`config.mk`:
```
export PLATFORM = sky130hd
export DESIGN_NAME = mmio_host_sequencer_flat
export DESIGN_NICKNAME = d
export VERILOG_FILES = /design/src/rtl/mmio_host_sequencer_pkg.sv /design/src/rtl/mmio_if.sv /design/src/rtl/mmio_host_sequencer.sv /design/src/flat_wrapper.sv
export SDC_FILE = /design/constraint.sdc
export NUM_CORES = 1
export LEC_CHECK = 0
export CAP_MARGIN = 20
export CORE_MARGIN = 5
export CORE_UTILIZATION = 47
export DETAILED_ROUTE_END_ITERATION = 8
export PLACE_DENSITY = 0.95
export SETUP_SLACK_MARGIN = 0.3
export SLEW_MARGIN = 20
export SYNTH_ARGS = -nofsm -noshare
export SYNTH_HDL_FRONTEND = slang
export SYNTH_SLANG_ARGS = --single-unit
```
`constraint.sdc`:
```
create_clock -name clock -period 5.65 [get_ports clock]
set_input_delay 0.565 -clock clock [delete_from_list [all_inputs] [get_ports clock]]
set_output_delay 0.565 -clock clock [all_outputs]
set_load 0.02 [all_outputs]
```
`src/rtl/mmio_host_sequencer_pkg.sv`:
```
// mmio_host_sequencer_pkg: MMIO widths, host sequencer state and command types.
package mmio_host_sequencer_pkg;
  localparam int TIA_MMIO_INDEX_WIDTH = 8;
  localparam int TIA_MMIO_DATA_WIDTH  = 32;
  typedef enum logic [1:0] {IDLE, READ_REQ, WRITE_REQ, RESPOND} mmio_host_state_t;
  typedef struct packed {
    logic                            write;
    logic [TIA_MMIO_INDEX_WIDTH-1:0] index;
    logic [TIA_MMIO_DATA_WIDTH-1:0]  data;
  } mmio_command_t;
endpackage

```
`src/rtl/mmio_if.sv`:
```
// mmio_if: request/acknowledge MMIO link between a host and a device.
interface mmio_if;
  import mmio_host_sequencer_pkg::*;
  logic                            read_req;
  logic [TIA_MMIO_INDEX_WIDTH-1:0] read_index;
  logic                            read_ack;
  logic [TIA_MMIO_DATA_WIDTH-1:0]  read_data;
  logic                            write_req;
  logic [TIA_MMIO_INDEX_WIDTH-1:0] write_index;
  logic [TIA_MMIO_DATA_WIDTH-1:0]  write_data;
  logic                            write_ack;
  modport host (output read_req, read_index, write_req, write_index, write_data,
                input  read_ack, read_data, write_ack);
  modport device (input  read_req, read_index, write_req, write_index, write_data,
                  output read_ack, read_data, write_ack);
endinterface

```
`src/rtl/mmio_host_sequencer.sv`:
```
// mmio_host_sequencer: single-outstanding MMIO initiator with per-transaction timeout.
module mmio_host_sequencer
  import mmio_host_sequencer_pkg::*;
#(
  parameter int TIMEOUT_CYCLES = 255
) (
  input  logic                            clock,
  input  logic                            reset,
  input  logic                            cmd_valid,
  output logic                            cmd_ready,
  input  logic                            cmd_write,
  input  logic [TIA_MMIO_INDEX_WIDTH-1:0] cmd_index,
  input  logic [TIA_MMIO_DATA_WIDTH-1:0]  cmd_data,
  output logic                            rsp_valid,
  input  logic                            rsp_ready,
  output logic                            rsp_write,
  output logic [TIA_MMIO_DATA_WIDTH-1:0]  rsp_data,
  output logic                            rsp_timeout,
  output logic                            busy,
  mmio_if.host                            device_interface
);
  localparam int CW = TIMEOUT_CYCLES > 0 ? $clog2(TIMEOUT_CYCLES + 1) : 1;
  mmio_host_state_t                r_state;
  mmio_command_t                   r_cmd;
  logic [CW-1:0]                   r_cnt;
  logic                            r_cmd_ready, r_busy, r_read_req, r_write_req;
  logic                            r_rsp_valid, r_rsp_write, r_rsp_timeout;
  logic [TIA_MMIO_DATA_WIDTH-1:0]  r_rsp_data;
  logic                            w_ack, w_timeout;
  logic [CW-1:0]                   w_cnt_next;
  assign w_ack      = (r_state == READ_REQ) ? device_interface.read_ack : device_interface.write_ack;
  assign w_cnt_next = (r_cnt == '1) ? r_cnt : r_cnt + 1'b1;
  assign w_timeout  = (TIMEOUT_CYCLES != 0) && (w_cnt_next == CW'(TIMEOUT_CYCLES));
  always_ff @(posedge clock) begin
    if (!reset) begin
      r_state       <= IDLE;
      r_cmd         <= '0;
      r_cnt         <= '0;
      r_cmd_ready   <= 1'b0;
      r_busy        <= 1'b0;
      r_read_req    <= 1'b0;
      r_write_req   <= 1'b0;
      r_rsp_valid   <= 1'b0;
      r_rsp_write   <= 1'b0;
      r_rsp_timeout <= 1'b0;
      r_rsp_data    <= '0;
    end else begin
      case (r_state)
        IDLE: begin
          r_cmd_ready <= 1'b1;
          if (cmd_valid && r_cmd_ready) begin
            r_cmd       <= '{write: cmd_write, index: cmd_index, data: cmd_data};
            r_cnt       <= '0;
            r_cmd_ready <= 1'b0;
            r_busy      <= 1'b1;
            r_read_req  <= !cmd_write;
            r_write_req <= cmd_write;
            r_state     <= cmd_write ? WRITE_REQ : READ_REQ;
          end
        end
        READ_REQ, WRITE_REQ: begin
          // an ack in the expiry cycle still completes the transaction normally
          if (w_ack || w_timeout) begin
            r_read_req    <= 1'b0;
            r_write_req   <= 1'b0;
            r_rsp_valid   <= 1'b1;
            r_rsp_write   <= r_cmd.write;
            r_rsp_timeout <= !w_ack;
            r_rsp_data    <= (w_ack && !r_cmd.write) ? device_interface.read_data : '0;
            r_state       <= RESPOND;
          end else begin
            r_cnt <= w_cnt_next;
          end
        end
        RESPOND: begin
          if (rsp_ready) begin
            r_rsp_valid <= 1'b0;
            r_busy      <= 1'b0;
            r_cmd_ready <= 1'b1;
            r_state     <= IDLE;
          end
        end
        default: r_state <= IDLE;
      endcase
    end
  end
  assign cmd_ready                    = r_cmd_ready;
  assign busy                         = r_busy;
  assign rsp_valid                    = r_rsp_valid;
  assign rsp_write                    = r_rsp_write;
  assign rsp_data                     = r_rsp_data;
  assign rsp_timeout                  = r_rsp_timeout;
  assign device_interface.read_req    = r_read_req;
  assign device_interface.write_req   = r_write_req;
  assign device_interface.read_index  = r_cmd.index;
  assign device_interface.write_index = r_cmd.index;
  assign device_interface.write_data  = r_cmd.data;
endmodule
```
`src/flat_wrapper.sv`:
```
// flat-port wrapper written by rule: the top's interface ports become plain ports
module mmio_host_sequencer_flat import mmio_host_sequencer_pkg::*;
#(
  parameter int TIMEOUT_CYCLES = 255
)
  (clock, reset, cmd_valid, cmd_ready, cmd_write, cmd_index, cmd_data, rsp_valid, rsp_ready, rsp_write, rsp_data, rsp_timeout, busy, device_interface_read_req, device_interface_read_index, device_interface_write_req, device_interface_write_index, device_interface_write_data, device_interface_read_ack, device_interface_read_data, device_interface_write_ack);
  mmio_if device_interface_i ();
  input  logic clock;
  input  logic reset;
  input  logic cmd_valid;
  output logic cmd_ready;
  input  logic cmd_write;
  input  logic [TIA_MMIO_INDEX_WIDTH-1:0] cmd_index;
  input  logic [TIA_MMIO_DATA_WIDTH-1:0] cmd_data;
  output logic rsp_valid;
  input  logic rsp_ready;
  output logic rsp_write;
  output logic [TIA_MMIO_DATA_WIDTH-1:0] rsp_data;
  output logic rsp_timeout;
  output logic busy;
  output wire logic [$bits(device_interface_i.read_req)-1:0] device_interface_read_req;
  output wire logic [$bits(device_interface_i.read_index)-1:0] device_interface_read_index;
  output wire logic [$bits(device_interface_i.write_req)-1:0] device_interface_write_req;
  output wire logic [$bits(device_interface_i.write_index)-1:0] device_interface_write_index;
  output wire logic [$bits(device_interface_i.write_data)-1:0] device_interface_write_data;
  input wire logic [$bits(device_interface_i.read_ack)-1:0] device_interface_read_ack;
  input wire logic [$bits(device_interface_i.read_data)-1:0] device_interface_read_data;
  input wire logic [$bits(device_interface_i.write_ack)-1:0] device_interface_write_ack;
  assign device_interface_read_req = device_interface_i.read_req;
  assign device_interface_read_index = device_interface_i.read_index;
  assign device_interface_write_req = device_interface_i.write_req;
  assign device_interface_write_index = device_interface_i.write_index;
  assign device_interface_write_data = device_interface_i.write_data;
  assign device_interface_i.read_ack = device_interface_read_ack;
  assign device_interface_i.read_data = device_interface_read_data;
  assign device_interface_i.write_ack = device_interface_write_ack;
  mmio_host_sequencer #(.TIMEOUT_CYCLES(TIMEOUT_CYCLES)) u_core (.clock(clock), .reset(reset), .cmd_valid(cmd_valid), .cmd_ready(cmd_ready), .cmd_write(cmd_write), .cmd_index(cmd_index), .cmd_data(cmd_data), .rsp_valid(rsp_valid), .rsp_ready(rsp_ready), .rsp_write(rsp_write), .rsp_data(rsp_data), .rsp_timeout(rsp_timeout), .busy(busy), .device_interface(device_interface_i));
endmodule
```
==> run_results.csv <==
group,metric,value,unit
yosys,ys_warn_count,0,
yosys,netlist_area,0.00414,mm²
worst_setup_path,cp-start-kind,"flop",
timing,skew,16.0,ps
timing,setup_ws,2900,ps
die,initial_core_util,48.0,%
detailed_routing,drt-total-wl,11100,µm
clocking,cts_setup_buffers,0,
detailed_routing,drt-pass1-iter-count,4,
global_route,gr-usage-all-layers,20.1,%
detailed_routing,routedWlPerCell,15.5,µm
timing,grt_setup_unrepaired,"no",
clocking,clockBufferDepth,2,
global_route,grt_overflow,0,
yosys,synth-seq-cells,90,
placed_design,post-place-ws,2950,ps
yosys,yosysSeqAreaShare,43.5,%
worst_setup_path,crit_arrival,3030,ps
power_and_ir_drop,power_density,351,mW/mm²
layout,drive_gt1_share,4.43,%
timing,slew_viol_final,0,
global_route,antenna_found_initial,0,
placed_design,dp_hpwl,7850,µm
worst_setup_path,worst-r2r-setup-slack,2900,ps
placed_design,dp_cells,702,
outcome,status,"finished, final reports clean",
clocking,insertion_delay,360,ps
yosys,yosys.area.top_type,"dfxtp_1",
detailed_routing,drc,0,
placed_design,place_area,0.00541,mm²
layout,fin_nets,688,
clocking,cts_made_buffers,9,
worst_setup_path,end_kind,"flop",
global_route,grt_max_degree,97,
die,io_pins,166,
layout,n_antenna_cell,0,
worst_setup_path,critPathKind,"reg2reg",
timing,setup_violations,0,
clocking,cts_tree,"built",
clocking,htreeDepth,3,
detailed_routing,antenna_left,0,
global_route,grt_pass1_wl,18300,µm
timing,setup_tns,0,ps
detailed_routing,drt_iter0_drc,163,
layout,area_delta_synth_final,35.4,%
clocking,root_buffer,"clkbuf_8",
yosys,synthTopCellsByArea,"dfxtp_1 43%, nand2_1 12%, buf_4 8.7%",
timing,period_share,48.7,%
yosys,syn_area_per_cell,8.20,µm²
clocking,post_cts_resized,0,
layout,postLayoutCellArea,0.00561,mm²
yosys,synth_fp_nets,588,
die,core,0.00864,mm²
flow_run,drv_cap,0,
layout,final_common_cell,"clkdlybuf4s50_1",
hold_path,min_path_type,"reg2reg",
clocking,clk_pin_slew,100,ps
die,die_w,104,µm
timing,slew-limit-headroom,41.8,%
power_and_ir_drop,p_leak,0.00195,µW
yosys,synth_cell_types,40,
timing,fmax,363,MHz
timing,hold_violations,0,
worst_setup_path,crit_required,5930,ps
die,rows,34,
timing,tightest_slew,873,ps
yosys,yosysTopAreaCellShare,43.5,%
clocking,cts_hold_buf,0,
die,die_area,0.0108,mm²
layout,final_cells,718,
timing,post-route-min-period,2750,ps
global_route,grt_pass1_vias,3808,
placed_design,port_buffers,165,
detailed_routing,viasPerCell,5.21,
yosys,synthCells,505,
detailed_routing,vias,3742,
die,die_h,104,µm
worst_setup_path,crit_fanout,54,
clocking,cts_sinks,90,
layout,mostFrequentLayoutCells,"164 x clkdlybuf4s50_1, 131 x nand2_1, 90 x dfxtp_1",
placed_design,gp_congestion,0.777,
power_and_ir_drop,ir_drop,0.000216,V
-- final timing paths --
| kind | startpoint | to | cells after the start |
|---|---|---|---|
| hold / removal | u_core.rsp_data[18] | u_core.rsp_data[18] | 2 |
| hold reg to reg | u_core.rsp_data[18] | u_core.rsp_data[18] | 2 |
| setup / recovery | u_core.r_cnt[0] | u_core.rsp_data[29] | 8 |
| setup reg to reg | u_core.r_cnt[0] | u_core.rsp_data[29] | 8 |
-- synthesized netlist by cell type --
library cell and instances:
nor2b_1 3, a31oi_1 2, buf_12 3, buf_4 48, or4_1 2, o2111ai_1 3
and4_1 1, inv_1 6, nand3b_1 2, mux2i_1 5, clkbuf_1 22, nor4_1 1
nand2_1 131, a21boi_0 42, o21ai_1 28, clkbuf_2 3, o21ai_2 1, and2_1 4
o31ai_1 1, o211ai_1 1, nand3_1 39, and3_1 8, o21ai_0 13, nand2b_1 4
nor3_1 5, o31ai_2 1, nor3b_1 2, o21a_1 2, nor2_1 8, o221ai_2 1
ha_1 4, a21oi_1 8, dfxtp_1 90, a211oi_1 1, o32ai_1 2, buf_2 1
o211ai_4 1, a21o_1 1, buf_6 4, a32o_1 1
-- critical path, cell delays in order (launching register included) --
cell,delay [ps]
dfxtp_1,390
ha_1,300
and4_1,280
and3_1,200
o221ai_2,190
o31ai_4,550
buf_4,520
nand3_1,140
o21ai_0,110
-- through the flow --
step | hold slack, ps | total power [µW] | util [%]
after floorplan | 444 | 1330 | -
after global placement | 434 | 1510 | 62.6
after detailed placement | 441 | 1530 | 62.6
after CTS | 456 | 1980 | 65.0
after global routing | 476 | 2080 | 65.0
final | 454 | 1970 | 65.0
-- logic make-up (layout without fill, tap and decap cells) --
logic type,Yosys count,after routing,synth area share (%)
flip-flops,90,90,43.5
adder cells (fa/ha/maj),4,4,1.21
buffers and inverters,87,192,14.3
AND/OR/NAND/NOR,210,210,22.2
AO/OA/AOI/OAI,109,109,17.6
multiplexers,5,5,1.21
-- area by class of cell --
| type | instances | area, µm² |
|---|---|---|
| fillers | 693 | 3030 |
| flip-flops and latches | 90 | 1800 |
| multi-input cells | 328 | 1760 |
| repair buffers | 170 | 1680 |
| clock buffers | 10 | 138 |
| well taps | 108 | 135 |
| clock inverters | 6 | 65.1 |
| inverters | 6 | 22.5 |
-- registers in the layout, summed over array words and instances, names as in the netlist --
register,flops
u_core.device_interface.write_data,32
u_core.r_cnt,8
u_core.rsp_timeout,1
u_core.device_interface.write_req,1
u_core.rsp_valid,1
u_core.device_interface.read_req,1
u_core.cmd_ready,1
u_core.device_interface.read_index,8
u_core.rsp_write,1
u_core.busy,1
u_core.rsp_data,32
u_core.r_cmd,1
u_core.r_state,2
-- report_power, final --
group	switching, µW	internal, µW	total [µW]
logic	453	305	758
clock network	227	217	444
registers	49.2	717	767
-- per-layer routing --
layer  global-route usage [%]  up-vias  routed length [µm]
met5                        0        -                   0
met4                     6.11        0                 161
met3                     7.45       15                1050
met2                     35.6      164                5500
met1                     22.3     1718                4380
li1                         -     1845                   -
Power figures use the tool's default switching activity.
